--- src/rtl/fifo_pkg.sv ---
// Shared constants and helpers for the bit-granular width-converting FIFO.
//   DEPTH_BITS_DEFAULT : default storage capacity in bits
//   W_WIDTH_DEFAULT    : default write symbol width
//   R_WIDTH_DEFAULT    : default read word width
//   count_width()      : width needed to hold a bit count of 0..depth
//   mod_add()          : wrapped pointer addition
package fifo_pkg;

    localparam int unsigned DEPTH_BITS_DEFAULT = 128;
    localparam int unsigned W_WIDTH_DEFAULT    = 3;
    localparam int unsigned R_WIDTH_DEFAULT    = 8;

    function automatic int unsigned count_width(input int unsigned depth);
        return $clog2(depth + 1);
    endfunction

    localparam int unsigned COUNT_W_DEFAULT = count_width(DEPTH_BITS_DEFAULT);

    // Depth need not be a power of two, so wrap with a true modulo.
    function automatic int unsigned mod_add(input int unsigned a, input int unsigned b,
                                            input int unsigned m);
        return (a + b) % m;
    endfunction

endpackage

--- src/rtl/fifo_bitring.sv ---
// Bit ring memory: writes W_WIDTH bits starting at wr_ptr_i and presents R_WIDTH bits
// starting at rd_ptr_i, both offsets wrapping modulo DEPTH_BITS. Bit j of each word maps to
// ring position ptr+j, so the LSB is the oldest/first bit.
//   clk      : clock
//   we_i     : write strobe (already qualified by the caller)
//   wr_ptr_i : bit index of the first written bit
//   wdata_i  : write symbol
//   rd_ptr_i : bit index of the oldest bit
//   rdata_o  : combinational read word
module fifo_bitring import fifo_pkg::*; #(
    parameter int unsigned DEPTH_BITS = DEPTH_BITS_DEFAULT,
    parameter int unsigned W_WIDTH    = W_WIDTH_DEFAULT,
    parameter int unsigned R_WIDTH    = R_WIDTH_DEFAULT,
    parameter int unsigned PtrW       = 7
) (
    input  logic               clk,
    input  logic               we_i,
    input  logic [PtrW-1:0]    wr_ptr_i,
    input  logic [W_WIDTH-1:0] wdata_i,
    input  logic [PtrW-1:0]    rd_ptr_i,
    output logic [R_WIDTH-1:0] rdata_o
);

    logic [DEPTH_BITS-1:0] mem_q, mem_d;

    always_comb begin
        mem_d = mem_q;
        if (we_i) begin
            for (int unsigned j = 0; j < W_WIDTH; j++) begin
                mem_d[PtrW'(mod_add(32'(wr_ptr_i), j, DEPTH_BITS))] = wdata_i[j];
            end
        end
    end

    always_comb begin
        rdata_o = '0;
        for (int unsigned j = 0; j < R_WIDTH; j++) begin
            rdata_o[j] = mem_q[PtrW'(mod_add(32'(rd_ptr_i), j, DEPTH_BITS))];
        end
    end

    // Storage contents are don't-care after reset; only the pointers matter.
    always_ff @(posedge clk) begin
        mem_q <= mem_d;
    end

endmodule

--- src/rtl/fifo_3to8.sv ---
// Width-converting FIFO: 3-bit symbols in, 8-bit bytes out, bit-granular storage.
//   clk       : clock, rising edge
//   rst       : synchronous active-high reset
//   w_en      : write request, accepted when not full
//   data_w    : write symbol (LSB stored first)
//   r_en      : read request, accepted when not empty
//   data_r    : registered read byte, bit 0 = oldest bit; holds when no read accepted
//   empty     : fewer than R_WIDTH bits stored
//   half_full : count >= DEPTH_BITS/2 and not full
//   full      : free space < W_WIDTH
//   overflow  : sticky, set by write while full, cleared by an accepted read
//   underflow : sticky, set by read while empty, cleared by an accepted write
module fifo_3to8 import fifo_pkg::*; #(
    parameter int unsigned DEPTH_BITS = DEPTH_BITS_DEFAULT,
    parameter int unsigned W_WIDTH    = W_WIDTH_DEFAULT,
    parameter int unsigned R_WIDTH    = R_WIDTH_DEFAULT
) (
    input  logic               clk,
    input  logic               rst,
    input  logic               w_en,
    input  logic [W_WIDTH-1:0] data_w,
    input  logic               r_en,
    output logic [R_WIDTH-1:0] data_r,
    output logic               empty,
    output logic               half_full,
    output logic               full,
    output logic               overflow,
    output logic               underflow
);

    localparam int unsigned CountW = count_width(DEPTH_BITS);
    localparam int unsigned PtrW   = (DEPTH_BITS > 1) ? $clog2(DEPTH_BITS) : 1;

    logic [PtrW-1:0]    wr_ptr_q, wr_ptr_d, rd_ptr_q, rd_ptr_d;
    logic [CountW-1:0]  count_q, count_d;
    logic [R_WIDTH-1:0] data_r_q, data_r_d, ring_rdata;
    logic               overflow_q, overflow_d, underflow_q, underflow_d;
    logic               wr_ok, rd_ok, ring_we;

    always_comb begin
        empty     = count_q < CountW'(R_WIDTH);
        full      = (CountW'(DEPTH_BITS) - count_q) < CountW'(W_WIDTH);
        half_full = (count_q >= CountW'(DEPTH_BITS / 2)) && !full;
        data_r    = data_r_q;
        overflow  = overflow_q;
        underflow = underflow_q;
    end

    assign wr_ok   = w_en && !full;
    assign rd_ok   = r_en && !empty;
    // Keep reset from disturbing storage even though it would be unobservable.
    assign ring_we = wr_ok && !rst;

    always_comb begin
        wr_ptr_d    = wr_ptr_q;
        rd_ptr_d    = rd_ptr_q;
        count_d     = count_q;
        data_r_d    = data_r_q;
        overflow_d  = overflow_q;
        underflow_d = underflow_q;

        if (wr_ok) begin
            wr_ptr_d = PtrW'(mod_add(32'(wr_ptr_q), W_WIDTH, DEPTH_BITS));
            count_d  = count_d + CountW'(W_WIDTH);
        end
        if (rd_ok) begin
            rd_ptr_d = PtrW'(mod_add(32'(rd_ptr_q), R_WIDTH, DEPTH_BITS));
            count_d  = count_d - CountW'(R_WIDTH);
            data_r_d = ring_rdata;
        end

        // Setting wins over clearing when both happen in one cycle.
        if (w_en && full) begin
            overflow_d = 1'b1;
        end else if (rd_ok) begin
            overflow_d = 1'b0;
        end

        if (r_en && empty) begin
            underflow_d = 1'b1;
        end else if (wr_ok) begin
            underflow_d = 1'b0;
        end
    end

    always_ff @(posedge clk) begin
        if (rst) begin
            wr_ptr_q    <= '0;
            rd_ptr_q    <= '0;
            count_q     <= '0;
            data_r_q    <= '0;
            overflow_q  <= 1'b0;
            underflow_q <= 1'b0;
        end else begin
            wr_ptr_q    <= wr_ptr_d;
            rd_ptr_q    <= rd_ptr_d;
            count_q     <= count_d;
            data_r_q    <= data_r_d;
            overflow_q  <= overflow_d;
            underflow_q <= underflow_d;
        end
    end

    fifo_bitring #(
        .DEPTH_BITS (DEPTH_BITS),
        .W_WIDTH    (W_WIDTH),
        .R_WIDTH    (R_WIDTH),
        .PtrW       (PtrW)
    ) u_ring (
        .clk      (clk),
        .we_i     (ring_we),
        .wr_ptr_i (wr_ptr_q),
        .wdata_i  (data_w),
        .rd_ptr_i (rd_ptr_q),
        .rdata_o  (ring_rdata)
    );

endmodule

--- config.mk ---
export PLATFORM = sky130hd
export DESIGN_NAME = fifo_3to8
export DESIGN_NICKNAME = d
export VERILOG_FILES = /design/src/rtl/fifo_pkg.sv /design/src/rtl/fifo_bitring.sv /design/src/rtl/fifo_3to8.sv
export SDC_FILE = /design/constraint.sdc
export NUM_CORES = 1
export LEC_CHECK = 0
export BUFFER_PORTS_ARGS = -buffer_cell sky130_fd_sc_hd__buf_2
export CORE_UTILIZATION = 23
export CTS_CLUSTER_SIZE = 28
export DETAILED_ROUTE_END_ITERATION = 16
export PLACE_DENSITY_LB_ADDON = 0.3
export SLEW_MARGIN = 20
export SYNTH_ARGS = -nofsm -noshare
export SYNTH_HDL_FRONTEND = slang
export SYNTH_HIERARCHICAL = 1
export SYNTH_SLANG_ARGS = --single-unit
--- constraint.sdc ---
create_clock -name clk -period 2.9 [get_ports clk]
set_input_delay 0.725 -clock clk [delete_from_list [all_inputs] [get_ports clk]]
set_output_delay 0.725 -clock clk [all_outputs]
set_load 0.02 [all_outputs]
==> run summary <==
The flow ran to the end, and the final reports show no timing, DRC or antenna violations. The startpoint type of the worst setup path was a register. The initial antenna violation count is 1. The multi-input combinational cells in the finished layout cover a total of 11,330 um2.

Cell at the root of the clock tree: sky130_fd_sc_hd__clkbuf_16. The number of iterations in the first detailed-routing pass was 8; the met2 routed wirelength was 33.20 mm. The tools report the launch point of the worst reg-to-reg path as count_q[0]$_SDFFE_PP0N_. Timing would allow up to 0.3460 GHz. In this run the static leakage power is 5.745 nW. The via count of the first global-routing pass was 14,957. In this run the worst setup path begins at count_q[1]$_SDFFE_PP0N_. The later pin in the worst-skew pair is clocked with a latency of 480 ps. The maximum VDD drop is 407.8 uV, and the cell count after placement is 2,631. The iteration-0 DRC count of the detailed router was 2,449; the total of buffers placed on input and output ports was 19. The number of nets in the finished design was 1,741.

The count of nets left with antenna violations once routing finished came out at 0. The share of synthesized registers carrying an async set or reset was 0; the count of mapped cells out of synthesis was 1,707. The worst-margin pin slew is 1112 ps, and the number of H-tree levels is 4.

The kind of path behind the tightest hold check is reg -> reg. Global-route wire length before repair: 104.2 mm. The die is 270.2 um tall.

The detailed placement HPWL was 53.17 mm; the count of max-cap constraint violations was 0. Wires add up to 71.58 mm. The core region area was 70,640 um2; the average size of a mapped cell was 9.689 um2.

For the worst setup path, the data required time is 2170 ps. The area growth from synthesis to final layout was 14.19%; the synthesis warning total was 6. End of the worst register-to-register path: count_q[7]$_SDFF_PP0_. The run gives 0 as the final count of pins violating max slew.

Leaving out filler cells and counting taps, the final layout contains 2,671. During I/O placement, the number of pins put on the boundary was 20. The CTS clock-pin slew for the worst setup and hold paths came out at 70 ps. The maximum clock skew at final layout is 11.67 ps, and the remaining global-route overflow is 0. Across the whole layout, storage elements account for 4428 um2.

The final-report setup violation count was 0; the maximum fanout encountered on the critical timing path was 5. Setup total negative slack on the finished layout was measured at 0 ps. The run gives 97 as the number of rows created at floorplan.

The critical path ends at half_full. The diode insertion count for antenna repair is 0. For the remaining max-slew budget at the tightest pin, the log shows 0.2530. The pin count of the biggest net entering global routing was 134. After filler insertion, the fill cell instance count of the layout stands at 7,444. The tools report the global router's overall resource usage as 0.1915.

The number of vias in the routed layout came out at 16,155. The proportion of synthesized chip area in sequential cells was 0.2675. Setup repair after global routing could not meet its margin everywhere. In this run, distinct cell masters in the synthesized netlist total 80.

In the detailed route, the total length drawn on met3 is 6.323 mm. The most used flip-flop cell after synthesis is sky130_fd_sc_hd__edfxtp_1. The proportion of layout cells with a drive suffix above 1 works out to 0.2311. STA classifies the critical path endpoint as a primary output. The final hold violation count was 0. TritonCTS built the clock tree.

The summed instance area of the synthesized netlist was 16,540 um2; the count of state elements after synthesis was 157. After detailed routing, the wire length on met1 is 28.90 mm. The floorplan step set the die width to 270.2 um. Routed signal wires occupy layers up through met5. The final design utilization was 0.2674. The DRC violations left came out at 0. The clock drives 157 sinks. The path depth of the worst reg2reg path is 11, and the count of flip-flops with a built-in enable after synthesis is 128. The floorplan step defined a die boundary enclosing 72,990 um2.

In this run, CTS created clock tree buffers numbering 17. The final cycle utilization of the critical path was 0.9967. The weighted congestion reported at the end of routability-driven placement was 1.007; the data arrival time of the worst path was 2170 ps. By startpoint and endpoint, the worst setup path is classified as reg -> out.

The total power per unit cell area is 494.6 nW/um2. The effective utilization at floorplan is 0.2342, and the post-detailed-route wirelength per cell is 26.80 um. In this run the deepest clock path goes through 2 buffers. The ratio of routed vias to standard cells is 6.048.

After layout, the minimum clock period comes to 2891 ps. The design draws 9.341 mW. Across all register-to-register paths, the minimum setup slack is 70 ps.
Yosys cell counts, types with 5 or more instances:
cell,number,area share
sky130_fd_sc_hd__a31oi_1,7,0.0026
sky130_fd_sc_hd__edfxtp_1,128,0.23
sky130_fd_sc_hd__buf_2,31,0.0094
sky130_fd_sc_hd__buf_6,9,0.0061
sky130_fd_sc_hd__dfxtp_1,29,0.035
sky130_fd_sc_hd__mux2i_1,71,0.043
sky130_fd_sc_hd__nor3_1,17,0.0051
sky130_fd_sc_hd__or4_1,6,0.0027
sky130_fd_sc_hd__xnor2_1,35,0.019
sky130_fd_sc_hd__or3_1,15,0.0057
sky130_fd_sc_hd__nand2b_1,11,0.0042
sky130_fd_sc_hd__ha_1,16,0.012
sky130_fd_sc_hd__nand3_1,64,0.019
sky130_fd_sc_hd__clkbuf_1,126,0.029
sky130_fd_sc_hd__buf_4,13,0.0059
sky130_fd_sc_hd__o2111ai_1,10,0.0053
sky130_fd_sc_hd__a21oi_1,35,0.011
sky130_fd_sc_hd__nor4_1,6,0.0023
sky130_fd_sc_hd__nor2_1,178,0.040
sky130_fd_sc_hd__o22a_1,12,0.0064
sky130_fd_sc_hd__and2_1,82,0.031
sky130_fd_sc_hd__o21ai_1,6,0.0018
sky130_fd_sc_hd__a221o_1,5,0.0030
sky130_fd_sc_hd__buf_1,6,0.0014
sky130_fd_sc_hd__a22oi_1,40,0.018
sky130_fd_sc_hd__inv_1,10,0.0023
sky130_fd_sc_hd__nand4_1,24,0.0091
sky130_fd_sc_hd__o21a_1,19,0.0086
sky130_fd_sc_hd__nor2b_1,13,0.0049
sky130_fd_sc_hd__o32a_1,8,0.0048
sky130_fd_sc_hd__o21ai_0,53,0.016
sky130_fd_sc_hd__xor2_1,17,0.0090
sky130_fd_sc_hd__o221ai_1,32,0.017
sky130_fd_sc_hd__mux2_2,9,0.0061
sky130_fd_sc_hd__nand2_1,124,0.028
sky130_fd_sc_hd__mux4_2,158,0.22
sky130_fd_sc_hd__o31a_1,49,0.026
sky130_fd_sc_hd__a311oi_1,6,0.0032
sky130_fd_sc_hd__o22ai_1,138,0.052
sky130_fd_sc_hd__and3_1,8,0.0030
sky130_fd_sc_hd__o211ai_1,13,0.0059
critical path, cell delays in order (launching register included):
cell,delay (ps)
sky130_fd_sc_hd__dfxtp_2,340
sky130_fd_sc_hd__inv_1,70
sky130_fd_sc_hd__ha_2,210
sky130_fd_sc_hd__xnor2_4,170
sky130_fd_sc_hd__nor4_4,330
sky130_fd_sc_hd__buf_4,180
sky130_fd_sc_hd__or2_4,160
sky130_fd_sc_hd__nor2_1,50
sky130_fd_sc_hd__buf_4,170
state kept, by name (all words and copies together) (netlist names):
signal and cells:
wr_ptr_q 7, data_r 8, u_ring/mem_q 128, underflow 1
overflow 1, rd_ptr_q 4, count_q 8
worst min path at each step:
stage / slack, ps / end / start / cells past startpoint
3_5_place_dp: 450 / data_r[1]$_SDFFE_PP0P_ / data_r[1]$_SDFFE_PP0P_ / 2
2_1_floorplan: 460 / wr_ptr_q[6]$_SDFFE_PP0N_ / wr_ptr_q[6]$_SDFFE_PP0N_ / 2
5_1_grt: 470 / data_r[1]$_SDFFE_PP0P_ / data_r[1]$_SDFFE_PP0P_ / 2
4_1_cts: 460 / data_r[1]$_SDFFE_PP0P_ / data_r[1]$_SDFFE_PP0P_ / 2
3_3_place_gp: 440 / data_r[7]$_SDFFE_PP0P_ / data_r[7]$_SDFFE_PP0P_ / 2
6_report: 450 / data_r[7]$_SDFFE_PP0P_ / data_r[7]$_SDFFE_PP0P_ / 2
where the power goes:
part / internal, mW / switching [mW] / leakage (nW)
clock network: 1.35 / 1.06 / 0.282
registers: 2.52 / 0.116 / 1.33
logic: 1.64 / 2.65 / 4.13
routing by layer:
layer  global-route usage  up-vias
met4              0.08538        2
met3              0.02925      176
met5                    0        -
li1                     -     6794
met2               0.3038     1072
met1               0.2562     8111
layout make-up:
type | instances | share of cell area
Clock inverter | 14 | 0.008943
Timing Repair Buffer | 168 | 0.06890
Sequential cell | 157 | 0.2344
Tap cell | 940 | 0.06227
Multi-Input combinational cell | 1360 | 0.5999
Clock buffer | 18 | 0.02272
Inverter | 14 | 0.002782
timing repair:
| item | CTS | global route |
|---|---|---|
| resized for setup | 3 | 15 |
| setup buffers | 3 | 5 |
| hold buffers | 0 | 0 |
| endpoints found under the setup margin | 2 | 5 |
| pin swaps | 0 | 5 |
| cloned | 0 | 0 |
cell usage in the layout, fill, tap and decap left out, drive strengths merged, types with 10 or more instances in the layout:
| master | count |
|---|---|
| o2111ai | 10 |
| inv | 15 |
| nor2b | 13 |
| o221ai | 32 |
| and2 | 82 |
| a22oi | 40 |
| a21oi | 35 |
| nor3 | 18 |
| nand4 | 24 |
| xor2 | 19 |
| nand2 | 124 |
| o21a | 19 |
| edfxtp | 128 |
| clkbuf | 18 |
| mux2i | 71 |
| o211ai | 13 |
| nor2 | 178 |
| mux2 | 10 |
| nand2b | 11 |
| mux4 | 158 |
| o22a | 12 |
| dfxtp | 29 |
| buf | 168 |
| nand3 | 64 |
| xnor2 | 37 |
| o21ai | 59 |
| o22ai | 138 |
| ha | 16 |
| conb | 10 |
| or3 | 15 |
| o31a | 49 |
metrics by stage:
step / setup slack (ps) / hold WS (ps) / instance area, um2
2_1_floorplan: 6.783 / 461.9 / 16570
5_1_grt: -139.5 / 473.3 / 18890
3_3_place_gp: 143.0 / 441.1 / 18150
4_1_cts: -62.91 / 457.4 / 18790
3_5_place_dp: 122.5 / 447.0 / 18150
6_report: 9.465 / 451.6 / 18890
kinds of logic (layout without fill, tap and decap cells):
group	count (synthesis)	in the layout	share of synthesized area
AOI/OAI and AO/OA	471	471	0.2017
buffers and inverters	199	214	0.05454
DFF	157	157	0.2675
other	1	10	0.0002267
and+or+nand+nor	567	567	0.1662
adders and majority gates	16	16	0.01210
xor gates and xnor gates	57	57	0.03283
muxes	239	239	0.2649
No activity file was read; power rests on OpenSTA's default activity.
